===== config.mk =====
export PLATFORM = sky130hd
export DESIGN_NAME = axi_lite_arbiter_2to1
export DESIGN_NICKNAME = d
export VERILOG_FILES = /design/src/rtl/axi_lite_arbiter_2to1.sv
export SDC_FILE = /design/constraint.sdc
export NUM_CORES = 1
export LEC_CHECK = 0
export CAP_MARGIN = 20
export CORE_AREA = 2 2 87 89
export CTS_CLUSTER_SIZE = 40
export DETAILED_ROUTE_END_ITERATION = 8
export DIE_AREA = 0 0 89 91
export GPL_ROUTABILITY_DRIVEN = 1
export PLACE_DENSITY = 0.8
export SYNTH_ARGS = -nofsm -noshare
export SYNTH_HDL_FRONTEND = slang
export SYNTH_SLANG_ARGS = --single-unit
export TNS_END_PERCENT = 5

===== constraint.sdc =====
create_clock -name clk -period 1.9 [get_ports clk]
set_input_delay 0.285 -clock clk [delete_from_list [all_inputs] [get_ports clk]]
set_output_delay 0.285 -clock clk [all_outputs]
set_load 0.02 [all_outputs]

===== src/rtl/axi_lite_arbiter_2to1.sv =====
// Round-robin 2:1 AXI-Lite arbiter: one transaction in flight, granted master forwarded.
// Optional response watchdog is compiled in when ARB_TIMEOUT_EN is defined.
module axi_lite_arbiter_2to1 #(
  parameter int ADDR_WDTH      = 4,
  parameter int DATA_WDTH      = 32,
  parameter int RESP_WDTH      = 1,
  parameter int TIMEOUT_CYCLES = 64
) (
  input  logic                   clk,
  input  logic                   rst,
  input  logic [1:0]             m_ar_valid,
  output logic [1:0]             m_ar_ready,
  input  logic [2*ADDR_WDTH-1:0] m_ar_address,
  output logic [1:0]             m_r_valid,
  input  logic [1:0]             m_r_ready,
  output logic [DATA_WDTH-1:0]   m_r_data,
  output logic [RESP_WDTH-1:0]   m_r_resp,
  input  logic [1:0]             m_aw_valid,
  output logic [1:0]             m_aw_ready,
  input  logic [2*ADDR_WDTH-1:0] m_aw_address,
  input  logic [1:0]             m_w_valid,
  output logic [1:0]             m_w_ready,
  input  logic [2*DATA_WDTH-1:0] m_w_data,
  output logic [1:0]             m_b_valid,
  input  logic [1:0]             m_b_ready,
  output logic [RESP_WDTH-1:0]   m_b_resp,
  output logic                   s_ar_valid,
  input  logic                   s_ar_ready,
  output logic [ADDR_WDTH-1:0]   s_ar_address,
  input  logic                   s_r_valid,
  output logic                   s_r_ready,
  input  logic [DATA_WDTH-1:0]   s_r_data,
  input  logic [RESP_WDTH-1:0]   s_r_resp,
  output logic                   s_aw_valid,
  input  logic                   s_aw_ready,
  output logic [ADDR_WDTH-1:0]   s_aw_address,
  output logic                   s_w_valid,
  input  logic                   s_w_ready,
  output logic [DATA_WDTH-1:0]   s_w_data,
  input  logic                   s_b_valid,
  output logic                   s_b_ready,
  input  logic [RESP_WDTH-1:0]   s_b_resp,
  output logic                   grant_valid,
  output logic                   grant_id,
  output logic                   timeout_err
);

  typedef enum logic [2:0] {
    IDLE     = 3'd0,
    AR_PHASE = 3'd1,
    R_PHASE  = 3'd2,
    AW_PHASE = 3'd3,
    W_PHASE  = 3'd4,
    B_PHASE  = 3'd5
`ifdef ARB_TIMEOUT_EN
    ,
    TIMEOUT_RESP = 3'd6
`endif
  } state_e;

  state_e state_q, state_d;
  logic   grant_id_q, grant_id_d;
  logic   last_grant_q, last_grant_d;
  logic   g;
  logic   pick;
  logic [1:0] req;

  logic [ADDR_WDTH-1:0] ar_addr_g;
  logic [ADDR_WDTH-1:0] aw_addr_g;
  logic [DATA_WDTH-1:0] w_data_g;

`ifdef ARB_TIMEOUT_EN
  localparam int CNT_W = $clog2(TIMEOUT_CYCLES + 1);
  localparam logic [CNT_W-1:0] CNT_MAX = CNT_W'(TIMEOUT_CYCLES);
  logic [CNT_W-1:0] cnt_q, cnt_d;
  logic             to_rd_q, to_rd_d;
  logic             to_err_q, to_err_d;
`endif

  assign g   = grant_id_q;
  assign req = m_ar_valid | m_aw_valid;

  assign ar_addr_g = g ? m_ar_address[2*ADDR_WDTH-1:ADDR_WDTH]
                       : m_ar_address[ADDR_WDTH-1:0];
  assign aw_addr_g = g ? m_aw_address[2*ADDR_WDTH-1:ADDR_WDTH]
                       : m_aw_address[ADDR_WDTH-1:0];
  assign w_data_g  = g ? m_w_data[2*DATA_WDTH-1:DATA_WDTH]
                       : m_w_data[DATA_WDTH-1:0];

  assign grant_valid = (state_q != IDLE);
  assign grant_id    = grant_id_q;

  // Round-robin pick: a tie goes to the master not served last.
  always_comb begin
    pick = 1'b0;
    unique case (1'b1)
      (req == 2'b11): pick = ~last_grant_q;
      (req == 2'b10): pick = 1'b1;
      default:        pick = 1'b0;
    endcase
  end

  // Next state and channel forwarding for the granted master.
  always_comb begin
    state_d      = state_q;
    grant_id_d   = grant_id_q;
    last_grant_d = last_grant_q;
    m_ar_ready   = '0;
    m_r_valid    = '0;
    m_r_data     = '0;
    m_r_resp     = '0;
    m_aw_ready   = '0;
    m_w_ready    = '0;
    m_b_valid    = '0;
    m_b_resp     = '0;
    s_ar_valid   = 1'b0;
    s_ar_address = '0;
    s_r_ready    = 1'b0;
    s_aw_valid   = 1'b0;
    s_aw_address = '0;
    s_w_valid    = 1'b0;
    s_w_data     = '0;
    s_b_ready    = 1'b0;
`ifdef ARB_TIMEOUT_EN
    cnt_d    = '0;
    to_rd_d  = to_rd_q;
    to_err_d = to_err_q;
`endif
    case (state_q)
      IDLE: begin
        if (req != 2'b00) begin
          grant_id_d = pick;
          state_d    = m_ar_valid[pick] ? AR_PHASE : AW_PHASE;
        end
      end
      AR_PHASE: begin
        s_ar_valid    = m_ar_valid[g];
        s_ar_address  = ar_addr_g;
        m_ar_ready[g] = s_ar_ready;
        if (m_ar_valid[g] && s_ar_ready) state_d = R_PHASE;
      end
      R_PHASE: begin
        m_r_valid[g] = s_r_valid;
        s_r_ready    = m_r_ready[g];
        m_r_data     = s_r_data;
        m_r_resp     = s_r_resp;
        if (s_r_valid && m_r_ready[g]) begin
          state_d      = IDLE;
          last_grant_d = g;
        end
`ifdef ARB_TIMEOUT_EN
        if (!s_r_valid) begin
          cnt_d = cnt_q + CNT_W'(1);
          if (cnt_d == CNT_MAX) begin
            state_d = TIMEOUT_RESP;
            to_rd_d = 1'b1;
          end
        end
`endif
      end
      AW_PHASE: begin
        s_aw_valid    = m_aw_valid[g];
        s_aw_address  = aw_addr_g;
        m_aw_ready[g] = s_aw_ready;
        if (m_aw_valid[g] && s_aw_ready) state_d = W_PHASE;
      end
      W_PHASE: begin
        s_w_valid    = m_w_valid[g];
        s_w_data     = w_data_g;
        m_w_ready[g] = s_w_ready;
        if (m_w_valid[g] && s_w_ready) state_d = B_PHASE;
      end
      B_PHASE: begin
        m_b_valid[g] = s_b_valid;
        s_b_ready    = m_b_ready[g];
        m_b_resp     = s_b_resp;
        if (s_b_valid && m_b_ready[g]) begin
          state_d      = IDLE;
          last_grant_d = g;
        end
`ifdef ARB_TIMEOUT_EN
        if (!s_b_valid) begin
          cnt_d = cnt_q + CNT_W'(1);
          if (cnt_d == CNT_MAX) begin
            state_d = TIMEOUT_RESP;
            to_rd_d = 1'b0;
          end
        end
`endif
      end
`ifdef ARB_TIMEOUT_EN
      TIMEOUT_RESP: begin
        if (to_rd_q) begin
          m_r_valid[g] = 1'b1;
          if (m_r_ready[g]) begin
            state_d      = IDLE;
            last_grant_d = g;
            to_err_d     = 1'b1;
          end
        end else begin
          m_b_valid[g] = 1'b1;
          if (m_b_ready[g]) begin
            state_d      = IDLE;
            last_grant_d = g;
            to_err_d     = 1'b1;
          end
        end
      end
`endif
      default: state_d = IDLE;
    endcase
  end

  // State, grant and round-robin history registers.
  always_ff @(posedge clk) begin
    if (rst) begin
      state_q      <= IDLE;
      grant_id_q   <= 1'b0;
      last_grant_q <= 1'b1;
    end else begin
      state_q      <= state_d;
      grant_id_q   <= grant_id_d;
      last_grant_q <= last_grant_d;
    end
  end

`ifdef ARB_TIMEOUT_EN
  // Watchdog counter and sticky error flag.
  always_ff @(posedge clk) begin
    if (rst) begin
      cnt_q    <= '0;
      to_rd_q  <= 1'b0;
      to_err_q <= 1'b0;
    end else begin
      cnt_q    <= cnt_d;
      to_rd_q  <= to_rd_d;
      to_err_q <= to_err_d;
    end
  end

  assign timeout_err = to_err_q;
`else
  assign timeout_err = 1'b0;
`endif

endmodule


Word level (Yosys, flattened, before mapping) --
Index checks and enable logic that the tools add are counted.
Word-level totals: memories kept 0, logic and storage cells 84, output and inout bits 92, bits in writable memories 0, register bits 5, bits of input ports 131, bits in latches 0, ROM bits 0
Cells by class: shift-type cells 0, div/mod/pow operators 0, eq/ne operators 13, add/sub/neg operators 0, multipliers 0, order comparisons 3, reductions and logical operators 13, muxes and demuxes 45, bitwise logic cells 7
Operators by type and width (number):
- $mux 32 | 3
- $mux 1 | 22
- $mux 3 | 6
- $pmux 3 s6 | 1
- $mux 4 | 4
- $mux 2 | 6
- $ne 2x2->1 const B | 6
- $and 2x2->2 | 5
- $eq 3x2->1 const B | 2
- $eq 3x3->1 const B | 2
- $logic_and 1x1->1 | 6
- $reduce_and 6->1 | 1
- $eq 2x2->1 const B | 2
- $lt 1x2->1 const B | 2
- $pmux 1 s2 | 2
- $reduce_bool 2->1 | 2
- $eq 3x1->1 const B | 1
- $logic_not 3->1 | 1
- $reduce_and 3->1 | 1
- $reduce_bool 3->1 | 1
- $or 2x2->2 | 1
- $reduce_and 2->1 | 1
- $demux 1 s1 | 1
- $ge 1x1->1 const B | 1
- $not 1->1 | 1

Depth between registers and ports, before layout --
depth in word-level cells 8, gate-level depth with buffers 7, depth with buffers taken out 5

Worst setup path after synthesis --
Ideal clock, no wire load.
path kind flip-flop to output port, from reg state_q[0], to out m_ar_ready[0], data required time 1.615 ns, stages on the path, launching flop included 5, path buffers 2, arrival time 1.494 ns, slack 0.121 ns, cell sequence dfxtp_1 > buf_2 > or3b_2 > clkbuf_1 > nor3_1
Between the ends: word-level cells in the longest chain between the ends 2
Ends and longest elaborated chain:
- from (decl) | RTL line 61 | state_e state_q, state_d;
- from (signal assigned) | RTL line 221 | state_q <= state_d;
- $eq 3x1->1 | RTL line 129 | case (state_q)
- $mux 2 | RTL line 129
- to (decl) | RTL line 12 | output logic [1:0] m_ar_ready,
Every way passes these cells.

Final worst setup path --
from reg state_q[0], to out s_w_valid
Between the ends: word-level cells in the longest chain between the ends 2
Ends and longest elaborated chain:
- $eq 3x3->1 | RTL line 129
- $mux 1 | RTL line 129
- to (decl) | RTL line 37 | output logic s_w_valid,
Every way passes these cells.

==> impl_metrics.yaml <==
outcome:
  status: "finished, final reports clean"
layout:
  fillers: 753
  areaGrowthSynthToFinish_pct: 166
  nNetsFinal: 565
  drive_gt1_share_pct: 25.6
  diodes: 0
  utilization_pct: 51.2
  postLayoutCellArea_um2: 3650
sta:
  drv_slew: 0
  finalCriticalPeriod_ps: 1860
  hold_viol_final: 0
  rsz0062_at_grt: "true"
  fin_setup_tns_ps: 0
  setup_ws_ps: 42.9
  setup_viol: 0
  skew_ps: 1.26
  fmax_mhz: 538
  timing.final.crit_share_pct: 97.7
worst_setup_path:
  critPathArrivalTime_ps: 1570
  r2r_cells: 6
  path_class: "reg -> out"
  crit_chain: "or3b_4, buf_12, nor2b_1, clkdlybuf4s15_1"
  critPathBufInv: 2
  critical_path.reg2reg.startpoint: "grant_id"
  crit_family: "simple AND/OR/NAND/NOR gates"
  worstPathRequired_ps: 1620
  cpPeakStageDelay_ps: 430
  timing.rr.end: "state_q[0]"
  rrSetupSlack_ps: 180
  crit_slowest_cell: "or3b_4"
  worstSetupStartpointType: "register"
  cp_max_fo: 16
  worstSetupPathDepth: 4
  cp-end-kind: "output port"
global_route:
  grt_pass1_wl_um: 11200
  grt_max_degree: 38
  global_route.usage.total_pct: 17.2
  antenna_found_initial: 0
  grt_pass1_vias: 2148
  overflow: 0
hold_path:
  holdPathEnd: "last_grant_q"
  worstHoldPathCells: 2
  min_path_type: "reg -> reg"
  hp-start: "last_grant_q"
yosys:
  synth_area_leaders: "mux2i_1 (33%), and2_1 (16%), nor2_1 (13%)"
  syn_nets: 332
  yosysSeqAreaShare_pct: 7.31
  syn_area_per_cell_um2: 6.82
  syn-instance-count: 201
  synth.ff_latch_count: 5
  synth.distinct_cells: 33
  synth_top_area_share_pct: 32.9
  syn_area_um2: 1370
  ys_warn_count: 0
  synthDominantAreaCellType: "mux2i_1"
routing:
  drc: 0
  vias: 2275
  drt-pass1-iter-count: 4
  drtIter0Drc: 50
  viasPerCell: 4.28
  postRouteWirelength_um: 7790
  wire_per_inst_um: 14.6
  ant_nets: 0
power:
  power_density_nw_per_um2: 734
  peakVddDrop_uv: 398
  power.total_mw: 2.68
  p_leak_nw: 1.62
place:
  placed_cell_area_um2: 3850
  port_buffers: 221
  place.gp.congestion: 0.822
  preCtsSetupSlack_ps: -208
  dp_hpwl_um: 6730
die:
  start_util_pct: 19.2
  die_area_um2: 8100
  core_region_area_um2: 7140
  rows: 31
  die_x_um: 89
  die_y_um: 91
  num_io_pins: 223
cts:
  cts_buffer_depth: 2
  cts_buffers: 3
  clk_pin_slew_ps: 40
  clock_latency_ps: 220
  cts-root-buf: "clkbuf_8"
  cts_tree: "yes"
  htreeDepth: 1
  numClockSinks: 5
job:
  drv_cap: 0
## how the worst max path moves through the flow
stage | start | slack (ps) | to
3_5_place_dp | state_q[2] | -210 | s_w_data[18]
5_1_grt | grant_id | -40 | s_b_ready
4_1_cts | state_q[0] | -6 | s_ar_address[3]
6_report | state_q[0] | 40 | s_w_valid
3_3_place_gp | state_q[2] | -120 | m_w_ready[1]
2_1_floorplan | state_q[0] | 120 | m_ar_ready[0]
## worst register-to-register path: stages, from the launching register on
cell,delay (ps)
dfxtp_2,370
buf_12,180
mux2i_1,160
o21a_1,240
nor4bb_4,340
a21oi_1,120
a31o_1,200
## synth_stat cells
master     instances
a211oi_1           1
a21oi_1            4
a21oi_4            1
a2bb2oi_1          1
a31o_1             1
and2_1            34
and3_1             5
and3b_1            1
buf_1              3
buf_2              6
buf_4              2
clkbuf_1           5
conb_1             1
dfxtp_1            5
inv_1              5
mux2_2             1
mux2i_1           45
nand2_1            5
nand2b_1           3
nand3_1            1
nand3b_1           2
nor2_1            48
nor2b_1            4
nor3_1             3
nor3b_1            3
nor3b_2            1
nor4bb_4           1
o21a_1             2
o21ai_0            2
o21ai_1            2
o22ai_1            1
or3b_1             1
or3b_2             1
## state kept, by name (all words and copies together) (netlist names)
register      flops
state_q           3
last_grant_q      1
grant_id          1
## what timing repair did
action / in CTS / in global routing
resized for setup: 188 / 77
endpoints found under the setup margin: 89 / 65
hold buffers: 0 / 0
buffers inserted: 0 / 0
## cell families after synthesis
family,synth area share [%]
flip-flops,7.31
buffers and inverters,6.85
multiplexers,33.7
AND/OR/NAND/NOR,44.4
other,0.274
AO/OA/AOI/OAI,7.49
## cell type report
cell class | instances | area (um2) | area share, %
timing repair buffer | 244 | 2170 | 59.4
tap | 99 | 124 | 3.39
clock buffer | 4 | 45.0 | 1.23
sequential | 5 | 103 | 2.81
inverter | 5 | 18.8 | 0.514
multi-input combinational | 175 | 1190 | 32.7
## layer usage
layer	global-route usage, %	wire length [um]	vias to the layer above
met5	0	0	-
li1	-	-	1135
met1	20.1	2970	1039
met4	2.24	73	0
met2	32.2	4110	93
met3	3.64	635	8
## layout by cell type, fill, tap and decap left out, types with 4 or more instances in the layout
cell             instances
clkbuf_2                45
mux2i_1                 45
nor2b_1                  4
buf_2                   12
a21oi_1                  4
inv_1                    5
dlygate4sd2_1            9
clkdlybuf4s15_1          4
nor2_1                  48
buf_12                   4
clkdlybuf4s15_2         19
buf_4                   18
and3_1                   5
clkdlybuf4s50_1        131
nand2_1                  5
and2_1                  34
## per-stage QoR
step	hold slack (ps)	cells
detailed placement	528	528
finish	534	532
CTS	536	532
floorplan	354	201
global placement	520	528
global route	590	532
## where the power goes
group	switching, mW	internal (mW)	total, mW
Clock	0.0530	0.144	0.197
Combinational	1.18	1.12	2.30
Sequential	0.0406	0.143	0.183
Total	1.28	1.40	2.68
No activity file was read; power rests on OpenSTA's default activity.
